### config.mk
export PLATFORM = sky130hd
export DESIGN_NAME = uart_rx
export DESIGN_NICKNAME = d
export VERILOG_FILES = /design/src/rtl/uart_rx.sv
export SDC_FILE = /design/constraint.sdc
export NUM_CORES = 1
export LEC_CHECK = 0
export CORE_UTILIZATION = 61
export CTS_BUF_LIST = sky130_fd_sc_hd__clkbuf_16
export CTS_CLUSTER_DIAMETER = 200
export CTS_CLUSTER_SIZE = 25
export DETAILED_ROUTE_END_ITERATION = 8
export DONT_BUFFER_PORTS = 1
export GPL_TIMING_DRIVEN = 0
export PLACE_DENSITY = 0.76
export SYNTH_ARGS = -nofsm -noshare
export SYNTH_HDL_FRONTEND = slang
export SYNTH_SLANG_ARGS = --single-unit
### constraint.sdc
create_clock -name i_clk -period 2 [get_ports i_clk]
set_input_delay 0.3 -clock i_clk [delete_from_list [all_inputs] [get_ports i_clk]]
set_output_delay 0.3 -clock i_clk [all_outputs]
set_load 0.05 [all_outputs]
### src/rtl/uart_rx.sv
// rtl/uart_rx.sv - 8N1 UART receiver with two-flop synchroniser and framing-error flag
//
// Receives asynchronous 8N1 frames on i_rx and presents each good byte on
// o_data with a one-cycle o_valid strobe. A low stop bit raises a one-cycle
// o_frameErr and leaves o_data untouched.
//
// Ports:
//   i_clk       system clock, rising edge
//   i_reset_n   synchronous active-low reset
//   i_rx        asynchronous serial line, idles high
//   o_data      last correctly framed byte
//   o_valid     one-cycle pulse, o_data is new
//   o_frameErr  one-cycle pulse, stop bit sampled low
//   o_busy      high whenever the receiver is not idle

module uart_rx #(
  parameter int CLKS_PER_BIT = 868
) (
  input  logic       i_clk,
  input  logic       i_reset_n,
  input  logic       i_rx,
  output logic [7:0] o_data,
  output logic       o_valid,
  output logic       o_frameErr,
  output logic       o_busy
);

  localparam int            CW   = $clog2(CLKS_PER_BIT);
  localparam logic [CW-1:0] HALF = CW'(CLKS_PER_BIT / 2);
  localparam logic [CW-1:0] LAST = CW'(CLKS_PER_BIT - 1);

  typedef enum logic [2:0] {
    IDLE,
    START,
    DATA,
    STOP,
    WAIT_HIGH
  } state_t;

  state_t        state, state_nxt;
  logic          rx_m, rx_s;
  logic [CW-1:0] cnt, cnt_nxt;
  logic [2:0]    idx, idx_nxt;
  logic [7:0]    shift, shift_nxt;
  logic [7:0]    data_nxt;
  logic          valid_nxt, ferr_nxt;

  always_ff @(posedge i_clk) begin
    if (!i_reset_n) begin
      rx_m       <= 1'b1;
      rx_s       <= 1'b1;
      state      <= IDLE;
      cnt        <= '0;
      idx        <= '0;
      shift      <= '0;
      o_data     <= 8'h00;
      o_valid    <= 1'b0;
      o_frameErr <= 1'b0;
    end else begin
      rx_m       <= i_rx;
      rx_s       <= rx_m;
      state      <= state_nxt;
      cnt        <= cnt_nxt;
      idx        <= idx_nxt;
      shift      <= shift_nxt;
      o_data     <= data_nxt;
      o_valid    <= valid_nxt;
      o_frameErr <= ferr_nxt;
    end
  end

  always_comb begin
    state_nxt = state;
    cnt_nxt   = cnt;
    idx_nxt   = idx;
    shift_nxt = shift;
    data_nxt  = o_data;
    valid_nxt = 1'b0;
    ferr_nxt  = 1'b0;
    case (state)
      IDLE: begin
        cnt_nxt = '0;
        idx_nxt = '0;
        if (!rx_s) state_nxt = START;
      end
      START: begin
        // Re-check at mid start bit; a high line here was only a glitch.
        if (cnt == HALF) begin
          cnt_nxt   = '0;
          state_nxt = rx_s ? IDLE : DATA;
        end else begin
          cnt_nxt = cnt + 1'b1;
        end
      end
      DATA: begin
        if (cnt == LAST) begin
          shift_nxt[idx] = rx_s;
          cnt_nxt        = '0;
          idx_nxt        = idx + 1'b1;
          if (idx == 3'd7) state_nxt = STOP;
        end else begin
          cnt_nxt = cnt + 1'b1;
        end
      end
      STOP: begin
        // Leaving at mid stop bit lets a back-to-back start edge be caught.
        if (cnt == LAST) begin
          cnt_nxt = '0;
          if (rx_s) begin
            data_nxt  = shift;
            valid_nxt = 1'b1;
            state_nxt = IDLE;
          end else begin
            ferr_nxt  = 1'b1;
            state_nxt = WAIT_HIGH;
          end
        end else begin
          cnt_nxt = cnt + 1'b1;
        end
      end
      WAIT_HIGH: begin
        // A held-low (break) line must not look like a new start bit.
        cnt_nxt = '0;
        if (rx_s) state_nxt = IDLE;
      end
      default: state_nxt = IDLE;
    endcase
  end

  assign o_busy = (state != IDLE);

endmodule

==> results of run 1 <==
## cell families after synthesis
| family | after synthesis | synth area share |
|---|---|---|
| buffers and inverters | 15 | 0.0433 |
| xor gates and xnor gates | 2 | 0.0101 |
| DFF | 36 | 0.416 |
| muxes | 9 | 0.0527 |
| AOI/OAI and AO/OA | 37 | 0.137 |
| adders and majority gates | 4 | 0.0289 |
| and+or+nand+nor | 92 | 0.312 |
## critical path: cells and delay by family (launching register included)
kind,cells,cell delay (ns)
and+or+nand+nor,4,1.09
muxes,1,0.21
buffers and inverters,1,0.15
DFF,1,0.38
## timing repair
| item | CTS | global route |
|---|---|---|
| setup endpoints to repair | 1 | 14 |
| setup buffers | 2 | 0 |
| endpoints found under the hold margin | 0 | 0 |
| resized for setup | 0 | 4 |
| hold buffers | 0 | 0 |
## flip-flops by register name, indices dropped and copies added (netlist names)
signal and flops:
shift 8, o_valid 1, state 3, rx_m 1, idx 3, o_frameErr 1
cnt 10, rx_s 1, o_data 8
## final cells by class
type                            instances  area share
Sequential cell                        36       0.376
Tap cell                               30      0.0195
Buffer                                 11      0.0312
Timing Repair Buffer                    2     0.00780
Clock buffer                            5      0.0650
Clock inverter                          2     0.00455
Inverter                                4     0.00780
Multi-Input combinational cell        144       0.488
## final timing paths
check	slack [ns]	endpoint	cells after the start
max	0.09	shift[1]	6
min reg2reg	0.40	rx_s	1
max reg2reg	0.09	shift[1]	6
min	0.13	rx_m	1
## synth_stat cells, types with 2 or more instances
cell and instances:
nand3_1 21, a32oi_1 2, o21ai_0 11, a41oi_1 2, nor2_1 10, a31oi_1 3
nor4b_4 2, dfxtp_1 36, and3_1 3, mux2i_1 8, clkbuf_1 5, nand2_1 22
or2b_1 2, nand4_1 5, nor3_1 7, a211oi_1 6, a21oi_1 7, xnor2_1 2
nor3b_1 2, buf_2 2, and2b_1 2, nand2b_1 4, inv_1 3, buf_6 2
ha_1 4, a311oi_1 2, nand4b_1 2
## power by group through the flow
stage / sequential (mW) / clock, mW / combinational, mW
6_report: 0.726 / 0.712 / 0.0357
5_1_grt: 0.725 / 0.747 / 0.0397
4_1_cts: 0.725 / 0.718 / 0.0358
3_5_place_dp: 0.740 / 0 / 0.0357
3_3_place_gp: 0.740 / 0 / 0.0345
2_1_floorplan: 0.739 / 0 / 0.0277
## stage by stage
step	instance area, sq um	cells	util
global placement	1770	225	0.684
CTS	1920	234	0.742
finish	1920	234	0.743
global route	1920	234	0.743
detailed placement	1770	225	0.684
floorplan	1730	195	-
## layer usage
metal | vias to the layer above | routed length, um | GRT usage
met5 | - | 0 | 0
met4 | 0 | 42 | 0.0786
met3 | 9 | 141 | 0.0445
met2 | 46 | 1990 | 0.468
met1 | 739 | 1560 | 0.327
li1 | 733 | - | -
==> out/results.txt, run 1 <==
Status: finished clean
Fraction of registers with async set or reset after synthesis: 0
Endpoint type of the worst setup path: register
Clk pin slew, worst setup/hold paths: 0.05 ns
H-tree depth reported by CTS: 2
CTS tree: built
Maximum number of pins on one net before global-route repair: 11
Routability congestion estimate: 0.910
Std cell rows: 18
Synth Net Count: 202
Die height: 55.3 um
Number of buffers created by CTS: 5
Measured slew at the worst slew-check pin: 0.567 ns
Cell at the root of the clock tree: clkbuf_16
Most common library cell in the layout ignoring fill and taps: dfxtp_1
Number of iterations in the first detailed-routing pass: 4
Post-synthesis sequential area ratio: 0.416
Data arrival time of the critical path: 2.10 ns
Vias per cell: 6.53
Die X: 55.3 um
Unrepaired setup endpoints after global routing: no
Combined area of the multi-input logic cells: 940 sq um
Standby leakage power: 0.680 nW
Max Slew Vio Count: 0
Power density of the placed cells: 766 mW/mm^2
Pre-CTS setup slack: 0.0181 ns
HPWL after detailed placement: 2620 um
Detail-routed net length per standard cell: 16.0 um
FILL cells: 208
First-pass GRT wire length: 6600 um
Crit Reg-Reg Startpoint: cnt[2]
Part of the power in combinational logic: 0.024
Maxcap violations: 0
Final-report setup violation count: 0
Minimum clock period: 1.91 ns
VDD IR max: 0.744 mV
Later-pin clock latency in the skew report: 0.27 ns
Count of synthesis-stage warnings from yosys: 0
Post-Synthesis Cells: 195
GRT Residual Overflow: 0
Switching power share of the total: 0.201
Internal power contribution: 1.18 mW
Dominant register cell in the synthesized netlist: dfxtp_1
Ratio of cells with drive above 1 in the final layout: 0.118
Clock sink total: 36
Cell Area, Synth: 0.00173 sq mm
GR Util All Layers: 0.264
Initial core utilization: 0.670
Total wire length after detailed routing: 3740 um
Floorplan die area: 0.00306 sq mm
Number of I/O port buffers: 0
Number of nets at the end of the flow: 211
Largest stage delay on the critical path: 0.39 ns
Top cell type's share of synthesized area: 0.416
Ant diodes: 0
Final WS setup: 0.0940 ns
Classification of the worst setup path: register to register
Unique masters post-synth: 45
Critical-path maximum fanout: 8
Clk network pwr share: 0.483
Leading cell types by total area after synthesis: dfxtp_1, nand3_1, nand2_1
Worst Hold Slack: 0.134 ns
Slew Limit Headroom: 0.621
Type of the tightest min-delay check: input pin to register
Setup total negative slack: 0 ns
Hold violation total from the final report: 0
Count of unresolved DRC violations after routing: 0
Number of ports placed on the die boundary: 14
Highest achievable clock rate: 525 MHz
Register area: 723 sq um
Area growth from synthesis to layout: 11.0%
Number of enable-type register cells in the synthesized netlist: 0
Routed via count: 1,527
Worst path slowest cell: nor3b_4
Launching element type of the critical path: register
Antenna-violating nets left: 0
Total power draw: 1.47 mW
CP startpoint: cnt[2]
Highest-count cells in the layout ignoring fill and taps: dfxtp_1, nand2_1, nand3_1
Core Footprint: 0.00259 sq mm
Vias in the first global route: 1,447
Initial DRC Count: 106
Number of buffers on the longest clock path: 2
Initial antenna violation count: 0
Post-route clock skew: 0.00296 ns
Required time worst endpoint: 2.20 ns
Share of power burned in registers: 0.492
Start point of the worst min-delay path: i_rx
Cell taking the most area after synthesis: dfxtp_1
List of cells traversed by the critical path: nor3b_4 > nand4_2 > or2_1 > buf_6 > nor4b_4 > mux2i_1
Power dissipated by switching net loads: 0.297 mW
Tcrit/Tclk final: 0.953
Flip-flop and latch count after synthesis: 36
Avg Inst Size Synth: 8.89 sq um
(Power assumes the default switching activity.)
==> run 2, diff against run 1 <==
--- a/config.mk
+++ b/config.mk
@@ -8,7 +8,6 @@
 export CORE_UTILIZATION = 61
 export CTS_BUF_LIST = sky130_fd_sc_hd__clkbuf_16
 export CTS_CLUSTER_DIAMETER = 200
-export CTS_CLUSTER_SIZE = 25
 export DETAILED_ROUTE_END_ITERATION = 8
 export DONT_BUFFER_PORTS = 1
 export GPL_TIMING_DRIVEN = 0
==> results of run 2 <==
Final layout, timing and power as in run 1 (identical DEF).
==> run 3, diff against run 2 <==
--- a/config.mk
+++ b/config.mk
@@ -12,6 +12,7 @@
 export DONT_BUFFER_PORTS = 1
 export GPL_TIMING_DRIVEN = 0
 export PLACE_DENSITY = 0.76
+export SLEW_MARGIN = 20
 export SYNTH_ARGS = -nofsm -noshare
 export SYNTH_HDL_FRONTEND = slang
 export SYNTH_SLANG_ARGS = --single-unit
==> results of run 3 <==
Final layout, timing and power as in run 1 (identical DEF).
